[config.mk]
export PLATFORM = sky130hd
export DESIGN_NAME = mlp_neuron_acc
export DESIGN_NICKNAME = d
export VERILOG_FILES = /design/src/rtl/mlp_neuron_acc.sv
export SDC_FILE = /design/constraint.sdc
export NUM_CORES = 1
export LEC_CHECK = 0
export CORE_MARGIN = 1.5
export CORE_UTILIZATION = 37
export CTS_CLUSTER_SIZE = 10
export DETAILED_ROUTE_END_ITERATION = 8
export GPL_TIMING_DRIVEN = 0
export PLACE_DENSITY = 0.66
export SYNTH_ARGS = -nofsm -noshare
export SYNTH_HDL_FRONTEND = slang
export SYNTH_SLANG_ARGS = --single-unit
[constraint.sdc]
create_clock -name clk -period 18.2 [get_ports clk]
set_clock_uncertainty 0.15 [all_clocks]
set_input_delay 1.82 -clock clk [delete_from_list [all_inputs] [get_ports clk]]
set_output_delay 1.82 -clock clk [all_outputs]
set_load 0.02 [all_outputs]
[src/rtl/mlp_neuron_acc.sv]
// Neuron accumulate/activate stage: sums product beats, adds bias, rounds,
// saturates to OUT_W and emits one result per vector. Optional ReLU: MLP_ACC_RELU_EN.
module mlp_neuron_acc #(
   parameter int PROD_W     = 33,
   parameter int ACC_W      = 40,
   parameter int OUT_W      = 18,
   parameter int FRAC_SHIFT = 10
) (
   input  logic              clk,
   input  logic              reset,
   input  logic              in_valid,
   output logic              in_ready,
   input  logic [PROD_W-1:0] in_prod,
   input  logic              in_last,
   input  logic [OUT_W-1:0]  bias,
   output logic              out_valid,
   input  logic              out_ready,
   output logic [OUT_W-1:0]  out_data,
   output logic              out_ovf,
   output logic              busy
);

   localparam logic signed [ACC_W:0] LP_MAX =
      {{(ACC_W+2-OUT_W){1'b0}}, {(OUT_W-1){1'b1}}};
   localparam logic signed [ACC_W:0] LP_MIN =
      {{(ACC_W+2-OUT_W){1'b1}}, {(OUT_W-1){1'b0}}};
   localparam logic signed [ACC_W:0] LP_HALF =
      {{(ACC_W+1-FRAC_SHIFT){1'b0}}, 1'b1, {(FRAC_SHIFT-1){1'b0}}};

   logic [ACC_W-1:0]  r_acc;
   logic              r_first;
   logic [OUT_W-1:0]  r_bias_q;
   logic              r_out_valid;
   logic [OUT_W-1:0]  r_out_data;
   logic              r_out_ovf;
   logic              r_busy;

   logic              w_accept;
   logic              w_load;
   logic [ACC_W-1:0]  w_prod_ext;
   logic [ACC_W-1:0]  w_sum;
   logic [OUT_W-1:0]  w_bias_eff;
   logic [ACC_W-1:0]  w_bias_ext;
   logic [ACC_W-1:0]  w_final;
   logic signed [ACC_W:0] w_rnd;
   logic signed [ACC_W:0] w_r;
   logic [OUT_W-1:0]  w_res;
   logic              w_ovf;

   // Stall the source only while a finished result is blocked downstream
   assign in_ready   = !(r_out_valid && !out_ready);
   assign w_accept   = in_valid && in_ready;
   assign w_load     = w_accept && in_last;

   assign w_prod_ext = {{(ACC_W-PROD_W){in_prod[PROD_W-1]}}, in_prod};
   assign w_sum      = (r_first ? '0 : r_acc) + w_prod_ext;
   assign w_bias_eff = r_first ? bias : r_bias_q;
   assign w_bias_ext = {{(ACC_W-OUT_W-FRAC_SHIFT){w_bias_eff[OUT_W-1]}},
                        w_bias_eff, {FRAC_SHIFT{1'b0}}};
   assign w_final    = w_sum + w_bias_ext;

   // Round half up one bit wider so the rounding add itself cannot wrap
   assign w_rnd = $signed({w_final[ACC_W-1], w_final}) + LP_HALF;
   assign w_r   = w_rnd >>> FRAC_SHIFT;

   // Clamp to the output range, then optionally rectify
   always_comb begin
      w_res = w_r[OUT_W-1:0];
      w_ovf = 1'b0;
      if (w_r > LP_MAX) begin
         w_res = LP_MAX[OUT_W-1:0];
         w_ovf = 1'b1;
      end else if (w_r < LP_MIN) begin
         w_res = LP_MIN[OUT_W-1:0];
         w_ovf = 1'b1;
      end
`ifdef MLP_ACC_RELU_EN
      if (w_res[OUT_W-1]) begin
         w_res = '0;
      end
`endif
   end

   // Accumulator, first-beat flag, latched bias and busy flag
   always_ff @(posedge clk or negedge reset) begin
      if (!reset) begin
         r_acc    <= '0;
         r_first  <= 1'b1;
         r_bias_q <= '0;
         r_busy   <= 1'b0;
      end else if (w_accept) begin
         r_acc   <= in_last ? '0 : w_sum;
         r_first <= in_last;
         r_busy  <= !in_last;
         if (r_first) begin
            r_bias_q <= bias;
         end
      end
   end

   // Output register: reload on a last beat, clear when consumed, else hold
   always_ff @(posedge clk or negedge reset) begin
      if (!reset) begin
         r_out_valid <= 1'b0;
         r_out_data  <= '0;
         r_out_ovf   <= 1'b0;
      end else if (w_load) begin
         r_out_valid <= 1'b1;
         r_out_data  <= w_res;
         r_out_ovf   <= w_ovf;
      end else if (out_ready) begin
         r_out_valid <= 1'b0;
      end
   end

   assign out_valid = r_out_valid;
   assign out_data  = r_out_data;
   assign out_ovf   = r_out_ovf;
   assign busy      = r_busy;

endmodule
==> results.sh, run 1 <==
export IMPL_status="complete, no violations"
export IMPL_finalCriticalPeriod_ns=9.211
export IMPL_yosys_cell_types_count=84
export IMPL_ctsRootBufferMaster="sky130_fd_sc_hd__clkbuf_16"
export IMPL_min_to="r_acc[3]"
export IMPL_critical_path_slowest_cell="sky130_fd_sc_hd__or4_1"
export IMPL_wl_um=22780
export IMPL_cts_clk_slew_worst_paths_ns=0.06
export IMPL_ir_worst_vdd_mv=0.08265
export IMPL_cts_bufs_inserted=9
export IMPL_cp_data_arrival_time_ns=9.27
export IMPL_groute_usage_overall_pct=19.62
export IMPL_design_core_area_um2=21890
export IMPL_cp_buffers_inverters=6
export IMPL_p_sw_uw=858.9
export IMPL_synthesis_area_per_instance_um2=8.585
export IMPL_worst_r2r_startpoint="r_first"
export IMPL_regToRegEndpoint="out_data[7]"
export IMPL_worst_pin_slew_ns=0.8636
export IMPL_worst_setup_path_start_kind="primary input"
export IMPL_grt_antenna_before_repair=0
export IMPL_die_height_um=152.4
export IMPL_cts_tree="built"
export IMPL_detailedPlacementHpwl_um=17870
export IMPL_floorplan_initialDensity_pct=37.73
export IMPL_synth_yosys_seq_area_share_pct=24.25
export IMPL_mapped_cell_area_um2=8259
export IMPL_wl_per_cell_um=17.06
export IMPL_power_clock_fraction_pct=11.3
export IMPL_place_worst_setup_slack_ns=8.729
export IMPL_total_number_of_placement_rows=54
export IMPL_holdWs_ns=0.3143
export IMPL_synth_edff_count=0
export IMPL_required_arrival_time_at_the_worst_endpoint_ns=18.26
export IMPL_hold_depth=2
export IMPL_ys_async_sr_fraction_pct=100.0
export IMPL_first_pass_grt_wire_length_um=37400
export IMPL_setup_total_negative_slack_ns=0
export IMPL_diodes=0
export IMPL_end_kind="flop"
export IMPL_maximum_number_of_pins_on_one_net_before_global_route_repair=42
export IMPL_critPathMaxFanout=10
export IMPL_synth_fp_nets=1089
export IMPL_setup_slack_ns=8.989
export IMPL_rrSetupSlack_ns=9.41
export IMPL_period_share_pct=50.61
export IMPL_final_cells=1335
export IMPL_grt_overflow_total=0
export IMPL_numPlacedInstances=1319
export IMPL_dieArea_um2=23230
export IMPL_ctsHoldBuffers=0
export IMPL_hp_class="flop to flop"
export IMPL_rsz_0062_raised_after_global_routing="false"
export IMPL_cts_post_setup_buffers_inserted=0
export IMPL_crit_path_frequent_cell="sky130_fd_sc_hd__o21ai_0"
export IMPL_internal_power_uw=828.6
export IMPL_synthesis_yosys_warnings=0
export IMPL_cts_htree_levels=3
export IMPL_syn_instance_count=962
export IMPL_setup_viol=0
export IMPL_viasPerCell=5.757
export IMPL_first_pass_drt_iterations=5
export IMPL_synth_ff_type="sky130_fd_sc_hd__dfrtp_1"
export IMPL_report_final_hold_viol_count=0
export IMPL_max_slew_violation_count=0
export IMPL_placedInstanceArea_um2=9388
export IMPL_area_delta_synth_final_pct=17.36
export IMPL_timing_fmax_mhz=108.6
export IMPL_clock_latency_ns=0.35
export IMPL_port_buffer_count=76
export IMPL_static_leakage_power_nw=4.210
export IMPL_worstSetupPathType="primary input to flop"
export IMPL_cells_on_worst_reg2reg_path=32
export IMPL_chipWidth_um=152.4
export IMPL_starting_drc_count_in_detailed_routing=538
export IMPL_power_share_switching_pct=50.90
export IMPL_yosys_top_cells_area="sky130_fd_sc_hd__dfrtp_1 24%, sky130_fd_sc_hd__ha_1 10%, sky130_fd_sc_hd__mux2_2 4.6%, sky130_fd_sc_hd__xnor2_1 4.3%, sky130_fd_sc_hd__a21oi_1 4.1%"
export IMPL_min_delay_start="r_acc[3]"
export IMPL_via_count=7685
export IMPL_cp_top_family="simple AND/OR/NAND/NOR gates"
export IMPL_layout_drive_gt1_share_pct=8.815
export IMPL_cts_sinks=80
export IMPL_number_of_global_route_vias_before_repair=7241
export IMPL_antenna_left=0
export IMPL_flop_and_latch_count_out_of_synthesis=80
export IMPL_number_of_primary_i_o_pins=78
export IMPL_max_slew_margin_rel_pct=41.70
export IMPL_num_nets_final=1177
export IMPL_routabilityCongestion=0.8935
export IMPL_synthDominantAreaCellType="sky130_fd_sc_hd__dfrtp_1"
export IMPL_fin_area_um2=9693
export IMPL_combPwrFrac_pct=73.3
export IMPL_cts_path_max_buffers=2
export IMPL_sequential_group_share_of_total_power_pct=15.4
export IMPL_final_core_occ_pct=44.28
export IMPL_power_per_cell_area_nw_per_um2=174.1
export IMPL_total_power_mw=1.687
export IMPL_cp_slowest_stage_delay_ns=0.57
export IMPL_max_cap_violations=0
export IMPL_synth_top_area_share_pct=23.94
export IMPL_cts_resized_gates=0
export IMPL_route_detailed_drc=0
[flip-flops by register name, summed over array words and instances (netlist names)]
name       cells
r_acc         40
out_data      18
r_bias_q      18
busy           1
out_ovf        1
out_valid      1
r_first        1
[placed cells by master, fill, tap and decap left out, drive strengths merged, types with 4 or more instances in the layout]
cell and count:
nand2 63, buf 16, mux2i 7, a211o 4
o211a 6, nand3 12, nor3 22, o21a 12
nor2 72, o21ai 65, a21o 37, xor2 26
inv 20, o21bai 7, nand4b 6, xnor2 41
or2 7, a2111oi 6, nand4 14, clkbuf 40
mux2 35, o211ai 9, nor4 6, nor2b 48
and3 8, clkdlybuf4s50 75, a21oi 70, o41ai 4
ha 69, a211oi 12, or3 7, and4 10
o32ai 17, a22o 35, dfrtp 79, and2 5
a31oi 6, nand2b 21, o31ai 8
[synth_stat cells (all sizes together) (6+ instances only)]
| cell | count |
|---|---|
| nor4 | 6 |
| nand2 | 63 |
| or3 | 7 |
| a21oi | 70 |
| nand3 | 12 |
| and3 | 8 |
| clkbuf | 30 |
| o21bai | 7 |
| mux2 | 35 |
| nor3 | 22 |
| inv | 19 |
| dfrtp | 79 |
| buf | 14 |
| nand4b | 6 |
| ha | 69 |
| nand4 | 14 |
| a31oi | 6 |
| o21ai | 65 |
| xnor2 | 41 |
| o21a | 12 |
| nor2 | 72 |
| o211ai | 9 |
| and4 | 10 |
| a21o | 37 |
| a211oi | 12 |
| xor2 | 26 |
| o31ai | 8 |
| mux2i | 7 |
| a2111oi | 6 |
| or2 | 7 |
| o32ai | 17 |
| o211a | 6 |
| nor2b | 48 |
| a22o | 35 |
| nand2b | 21 |
[kinds of logic (layout without fill, tap and decap cells)]
family | after synthesis | count (layout) | synth area share (%)
buf+inv | 63 | 156 | 3.151
flops | 80 | 80 | 24.25
mux | 42 | 42 | 5.620
simple gates | 315 | 315 | 20.71
compound gates | 323 | 323 | 27.95
xor+xnor | 68 | 68 | 7.378
fa+ha+maj | 71 | 71 | 10.94
[layout make-up]
type	count	area (µm²)
repair buffers	77	778.2
clock buffers	10	239.0
flip-flops and latches	80	2003
plain buffers	44	188.9
clock inverters	6	66.31
inverters	19	71.32
fillers	2186	12200
well taps	280	350.3
multi-input cells	819	5996
[per-layer routing]
layer / up-vias / track usage (%) / wire (µm)
met5: - / 0 / 0
met4: 0 / 4.253 / 286
met3: 22 / 3.299 / 1112
met2: 205 / 31.09 / 10180
met1: 3664 / 27.93 / 11200
li1: 3794 / - / -
[worst reg2reg max path, delay by kind of cell (launching register included)]
kind / cells / cell delay, ns
and+or+nand+nor: 9 / 2.47
AOI/OAI and AO/OA: 11 / 2.38
buffers and inverters: 7 / 1.87
adders and majority gates: 3 / 0.69
DFF: 1 / 0.62
xor gates and xnor gates: 2 / 0.46
[power groups by stage]
stage,logic (mW),registers (mW),clock network [mW]
after floorplan,0.909,0.272,0
after global placement,1.19,0.261,0
after detailed placement,1.21,0.262,0
after CTS,1.22,0.260,0.194
after global routing,1.37,0.266,0.201
final,1.24,0.260,0.190
[worst max path at each step]
| stage | from | endpoint | cells past startpoint |
|---|---|---|---|
| 6_report | in_prod[0] | out_data[7] | 30 |
| 5_1_grt | in_prod[0] | out_data[9] | 29 |
| 4_1_cts | in_prod[0] | out_data[7] | 30 |
| 3_5_place_dp | in_prod[0] | out_data[7] | 30 |
| 3_3_place_gp | in_prod[0] | out_data[7] | 30 |
| 2_1_floorplan | in_prod[0] | out_data[7] | 29 |
(Power assumes the default switching activity.)
==> inputs of run 2 (changes only) <==
PLACE_DENSITY = 0.68   (was 0.66)
clock period = 7.7 ns   (was 18.2 ns; I/O delays follow)
==> run 2 against run 1 <==
Wire length is 0.44% higher; clock-buffer cell count stayed put; clock power rose to 2.5 times the previous value; register-to-register slack worse by 9.0 ns; first-iteration DRC count shrank 31%; flip-flop and latch count stayed put; via count shrank 0.17%; die area unchanged.
==> results.sh, run 2 (same netlist as run 1, synthesis figures left out) <==
export IMPL_status="complete, no violations"
export IMPL_sequential_group_share_of_total_power_pct=15.0
export IMPL_worst_r2r_startpoint="r_first"
export IMPL_fin_area_um2=9913
export IMPL_regToRegEndpoint="out_data[13]"
export IMPL_setup_viol=0
export IMPL_final_core_occ_pct=45.28
export IMPL_numPlacedInstances=1319
export IMPL_timing_fmax_mhz=136.6
export IMPL_max_slew_margin_rel_pct=55.74
export IMPL_final_cells=1341
export IMPL_cts_tree="built"
export IMPL_floorplan_initialDensity_pct=37.73
export IMPL_period_share_pct=95.06
export IMPL_layout_drive_gt1_share_pct=11.40
export IMPL_grt_overflow_total=0
export IMPL_p_sw_mw=2.071
export IMPL_port_buffer_count=76
export IMPL_rrSetupSlack_ns=0.45
export IMPL_wl_um=22880
export IMPL_rsz_0062_raised_after_global_routing="false"
export IMPL_dieArea_um2=23230
export IMPL_max_slew_violation_count=0
export IMPL_cells_on_worst_reg2reg_path=28
export IMPL_max_cap_violations=0
export IMPL_static_leakage_power_nw=4.317
export IMPL_required_arrival_time_at_the_worst_endpoint_ns=7.78
export IMPL_first_pass_grt_wire_length_um=37150
export IMPL_report_final_hold_viol_count=0
export IMPL_area_delta_synth_final_pct=20.03
export IMPL_num_nets_final=1183
export IMPL_ctsHoldBuffers=0
export IMPL_antenna_left=0
export IMPL_setup_slack_ns=0.3800
export IMPL_total_power_mw=4.117
export IMPL_power_share_switching_pct=50.31
export IMPL_largest_register_ff_count=40
export IMPL_power_clock_fraction_pct=11.7
export IMPL_layout_cells_most_common_list="79 x sky130_fd_sc_hd__dfrtp_1, 75 x sky130_fd_sc_hd__clkdlybuf4s50_1, 72 x sky130_fd_sc_hd__nor2_1"
export IMPL_hp_class="primary input to asynchronous set/reset pin"
export IMPL_place_worst_setup_slack_ns=-1.167
export IMPL_finalCriticalPeriod_ns=7.320
export IMPL_design_core_area_um2=21890
export IMPL_cts_htree_levels=3
export IMPL_total_number_of_placement_rows=54
export IMPL_cts_sinks=80
export IMPL_ir_worst_vdd_mv=0.2301
export IMPL_die_height_um=152.4
export IMPL_worst_pin_slew_ns=0.6614
export IMPL_combPwrFrac_pct=73.3
export IMPL_internal_power_mw=2.046
export IMPL_setup_total_negative_slack_ns=0
export IMPL_layout_area_seq_um2=2007
export IMPL_crit_path_start="in_prod[0]"
export IMPL_placedInstanceArea_um2=9395
export IMPL_starting_drc_count_in_detailed_routing=371
export IMPL_maximum_number_of_pins_on_one_net_before_global_route_repair=59
export IMPL_clock_latency_ns=0.36
export IMPL_holdWs_ns=0.1597
export IMPL_number_of_global_route_vias_before_repair=7366
export IMPL_worstSetupPathType="primary input to flop"
export IMPL_number_of_primary_i_o_pins=78
export IMPL_ctsRootBufferMaster="sky130_fd_sc_hd__clkbuf_16"
export IMPL_layout_commonest_cell="sky130_fd_sc_hd__dfrtp_1"
export IMPL_groute_usage_overall_pct=19.54
export IMPL_detailedPlacementHpwl_um=17760
export IMPL_power_per_cell_area_nw_per_um2=415.3
export IMPL_chipWidth_um=152.4
export IMPL_via_count=7672
export IMPL_viasPerCell=5.721
export IMPL_critPathMaxFanout=10
export IMPL_routabilityCongestion=0.9203
export IMPL_cts_clk_slew_worst_paths_ns=0.07
export IMPL_end_kind="flop"
export IMPL_cp_data_arrival_time_ns=7.40
export IMPL_first_pass_drt_iterations=7
export IMPL_register_with_the_most_flip_flops="r_acc"
export IMPL_worst_setup_path_start_kind="primary input"
export IMPL_multi_input_comb_area_um2=6115
export IMPL_diodes=0
export IMPL_grt_antenna_before_repair=0
export IMPL_wl_per_cell_um=17.06
export IMPL_cts_bufs_inserted=9
export IMPL_route_detailed_drc=0
export IMPL_final_fill_count=2165
export IMPL_cts_path_max_buffers=2
-- run 2: area by class of cell --
type	count	area share, %
sequential	80	20.24
buffer	40	1.817
timing repair buffer	87	8.684
clock inverter	6	0.9087
inverter	19	0.7194
multi-input combinational	819	61.68
tap	280	3.534
clock buffer	10	2.411
-- run 2: metal layers --
layer	wire [µm]	up-vias	part of all wire (%)	global-route usage [%]
li1	-	3810	-	-
met1	11140	3678	49	27.03
met2	10480	163	46	31.91
met3	968	21	4.2	2.673
met4	294	0	1.3	5.224
met5	0	-	0	0
-- run 2: power groups by stage --
stage,clock network (mW),logic [mW],registers (mW)
2_1_floorplan,0,2.15,0.643
3_3_place_gp,0,2.82,0.617
3_5_place_dp,0,2.86,0.621
4_1_cts,0.495,2.91,0.618
5_1_grt,0.504,3.31,0.632
6_report,0.483,3.02,0.616
-- run 2: worst max path at each step --
| stage | end | slack, ns |
|---|---|---|
| after floorplan | out_data[7] | 0.58 |
| after global placement | out_data[7] | -1.11 |
| after detailed placement | out_data[13] | -1.17 |
| after CTS | out_data[13] | 0.02 |
| after global routing | out_data[7] | 0.004 |
| final | out_data[13] | 0.38 |
-- run 2: critical path, cell delays in order --
cell and delay (ns):
sky130_fd_sc_hd__clkdlybuf4s50_1 0.47, sky130_fd_sc_hd__ha_1 0.20, sky130_fd_sc_hd__inv_1 0.06, sky130_fd_sc_hd__fa_1 0.38, sky130_fd_sc_hd__nor2b_1 0.17, sky130_fd_sc_hd__o21ai_1 0.11
sky130_fd_sc_hd__a21boi_2 0.25, sky130_fd_sc_hd__o31ai_2 0.12, sky130_fd_sc_hd__o21ai_1 0.22, sky130_fd_sc_hd__xor2_1 0.30, sky130_fd_sc_hd__ha_1 0.28, sky130_fd_sc_hd__inv_1 0.07
sky130_fd_sc_hd__fa_1 0.39, sky130_fd_sc_hd__xnor2_1 0.28, sky130_fd_sc_hd__and3b_1 0.20, sky130_fd_sc_hd__nand4_1 0.23, sky130_fd_sc_hd__or4b_1 0.58, sky130_fd_sc_hd__buf_2 0.18
sky130_fd_sc_hd__nand4b_4 0.25, sky130_fd_sc_hd__or3_4 0.46, sky130_fd_sc_hd__a2111oi_4 0.35, sky130_fd_sc_hd__mux2i_1 0.22, sky130_fd_sc_hd__mux2i_1 0.14, sky130_fd_sc_hd__nor4_4 0.26
sky130_fd_sc_hd__buf_4 0.20, sky130_fd_sc_hd__buf_6 0.15, sky130_fd_sc_hd__o32ai_1 0.09
-- run 2: what timing repair did --
action	in CTS	in global routing
setup buffers	2	8
pin swaps	1	2
setup endpoints to repair	19	19
resized for setup	9	26
==> inputs of run 3 (changes only) <==
CORE_ASPECT_RATIO = 1.25   (was not set)
==> run 3 against run 2 <==
Global-route usage grew 0.24 points; sequential power is essentially flat; final cell count shrank 0.22%; clock power shrank 4%; cell area is the same; combinational power shrank 1%; first-iteration DRC count grew 8.6%; setup slack lost 0.011 ns.
==> results.sh, run 3 (same netlist as run 1, synthesis figures left out) <==
export IMPL_status="complete, no violations"
export IMPL_place_worst_setup_slack_ns=-1.350
export IMPL_setup_slack_ns=0.3689
export IMPL_numPlacedInstances=1318
export IMPL_timing_fmax_mhz=136.4
export IMPL_final_core_occ_pct=45.69
export IMPL_worstSetupPathDepth=28
export IMPL_number_of_primary_i_o_pins=78
export IMPL_cts_path_max_buffers=2
export IMPL_diodes=0
export IMPL_critPathMaxFanout=14
export IMPL_viasPerCell=5.694
export IMPL_cells_on_worst_reg2reg_path=28
export IMPL_groute_usage_overall_pct=19.78
export IMPL_cts_clk_slew_worst_paths_ns=0.07
export IMPL_regToRegEndpoint="out_data[2]"
export IMPL_crit_path_start="r_first"
export IMPL_power_per_cell_area_nw_per_um2=409.9
export IMPL_static_leakage_power_nw=4.302
export IMPL_layout_cells_most_common_list="79 x sky130_fd_sc_hd__dfrtp_1, 75 x sky130_fd_sc_hd__clkdlybuf4s50_1, 72 x sky130_fd_sc_hd__nor2_1"
export IMPL_layout_drive_gt1_share_pct=11.61
export IMPL_cts_tree="built"
export IMPL_maximum_number_of_pins_on_one_net_before_global_route_repair=62
export IMPL_total_power_mw=4.064
export IMPL_ir_worst_vdd_mv=0.1425
export IMPL_period_share_pct=95.21
export IMPL_die_height_um=170.0
export IMPL_layout_commonest_cell="sky130_fd_sc_hd__dfrtp_1"
export IMPL_antenna_left=0
export IMPL_first_pass_drt_iterations=4
export IMPL_clock_latency_ns=0.36
export IMPL_hp_class="primary input to asynchronous set/reset pin"
export IMPL_report_final_hold_viol_count=0
export IMPL_grt_overflow_total=0
export IMPL_worstSetupPathType="flop to flop"
export IMPL_detailedPlacementHpwl_um=17590
export IMPL_design_core_area_um2=21700
export IMPL_cp_buffers_inverters=5
export IMPL_final_cells=1338
export IMPL_grt_antenna_before_repair=0
export IMPL_route_detailed_drc=0
export IMPL_worst_r2r_startpoint="r_first"
export IMPL_starting_drc_count_in_detailed_routing=403
export IMPL_ctsRootBufferMaster="sky130_fd_sc_hd__clkbuf_16"
export IMPL_cp_slowest_stage_delay_ns=0.73
export IMPL_cp_data_arrival_time_ns=7.42
export IMPL_wl_um=22570
export IMPL_wl_per_cell_um=16.87
export IMPL_worst_setup_path_endpoint="out_data[2]"
export IMPL_crit_path_frequent_cell="sky130_fd_sc_hd__buf_4"
export IMPL_dieArea_um2=23230
export IMPL_cp_top_family="compound AO/OA/AOI/OAI gates"
export IMPL_port_buffer_count=76
export IMPL_required_arrival_time_at_the_worst_endpoint_ns=7.79
export IMPL_total_number_of_placement_rows=60
export IMPL_setup_viol=0
export IMPL_max_slew_margin_rel_pct=48.22
export IMPL_ctsHoldBuffers=0
export IMPL_cts_htree_levels=3
export IMPL_routabilityCongestion=0.9280
export IMPL_end_kind="flop"
export IMPL_max_slew_violation_count=0
export IMPL_largest_register_ff_count=40
export IMPL_max_cap_violations=0
export IMPL_cts_bufs_inserted=9
export IMPL_chipWidth_um=136.6
export IMPL_area_delta_synth_final_pct=20.03
export IMPL_finalCriticalPeriod_ns=7.331
export IMPL_via_count=7619
export IMPL_worst_pin_slew_ns=0.7767
export IMPL_final_fill_count=2133
export IMPL_first_pass_grt_wire_length_um=36740
export IMPL_number_of_global_route_vias_before_repair=7374
export IMPL_register_with_the_most_flip_flops="r_acc"
export IMPL_num_nets_final=1181
export IMPL_floorplan_initialDensity_pct=38.07
export IMPL_worst_setup_path_start_kind="flop"
export IMPL_cts_sinks=80
export IMPL_rrSetupSlack_ns=0.37
export IMPL_critical_path_slowest_cell="sky130_fd_sc_hd__dfstp_4"
==> run 3: cell count changes in the layout (fill, tap and decap cells not counted), moves of 2 or more <==
cell	previous run	this run
sky130_fd_sc_hd__a21oi_1	65	67
sky130_fd_sc_hd__clkbuf_2	2	4
sky130_fd_sc_hd__a21oi_2	4	2
sky130_fd_sc_hd__buf_4	13	10
==> run 3: how the worst min path moves through the flow <==
stage	slack, ns	to	depth (start not counted)	startpoint
5_1_grt	0.17	r_acc[5]	1	reset
3_5_place_dp	0.30	r_acc[2]	2	r_acc[2]
2_1_floorplan	0.29	r_acc[2]	2	r_acc[2]
3_3_place_gp	0.30	r_acc[4]	2	r_acc[4]
4_1_cts	0.16	r_acc[5]	1	reset
6_report	0.15	r_acc[5]	1	reset
==> run 3: worst reg2reg max path, delay by kind of cell, from the launching register on <==
| family | cells | cell delay (ns) |
|---|---|---|
| AOI/OAI and AO/OA | 10 | 2.32 |
| and+or+nand+nor | 8 | 1.95 |
| buffers and inverters | 5 | 0.85 |
| DFF | 1 | 0.73 |
| adders and majority gates | 2 | 0.60 |
| muxes | 2 | 0.41 |
| xor gates and xnor gates | 1 | 0.21 |
==> run 3: cell type report <==
cell class | instances | area [µm²] | area share (%)
buffer | 41 | 185.2 | 1.868
clock buffer | 10 | 239.0 | 2.411
clock inverter | 6 | 75.07 | 0.7573
inverter | 19 | 71.32 | 0.7194
multi-input combinational | 819 | 6148 | 62.02
sequential | 80 | 2007 | 20.24
tap | 279 | 349.1 | 3.521
timing repair buffer | 84 | 838.3 | 8.456
==> run 3: where the power goes <==
part           internal (mW)  switching (mW)  total (mW)  leakage, nW
combinational           1.21            1.77        2.98         3.19
clock                  0.265           0.199       0.465        0.152
sequential             0.547          0.0715       0.619        0.959
total                   2.02            2.04        4.06         4.30
==> run 3: metrics by stage <==
step	hold slack, ns	TNS (ns)	area, µm²
2_1_floorplan	0.2854	0	8259
3_3_place_gp	0.2987	-21.15	9369
3_5_place_dp	0.3025	-23.82	9394
4_1_cts	0.1551	0	9759
5_1_grt	0.1710	-0.9111	9913
6_report	0.1503	0	9913
==> run 3: repair_timing <==
item                                    4_1_cts  5_1_grt
resized for setup                            11       31
endpoints found under the setup margin       19       19
buffers inserted                              2        5
pin swaps                                     1        6
==> run 3: metal layers <==
layer	share of wire, %	GRT usage, %	up-vias	wire, µm
met2	49	35.22	149	11040
met3	3.3	2.204	31	747
met1	46	24.81	3629	10330
met5	0	0	-	0
met4	2.0	5.874	0	453
li1	-	-	3810	-
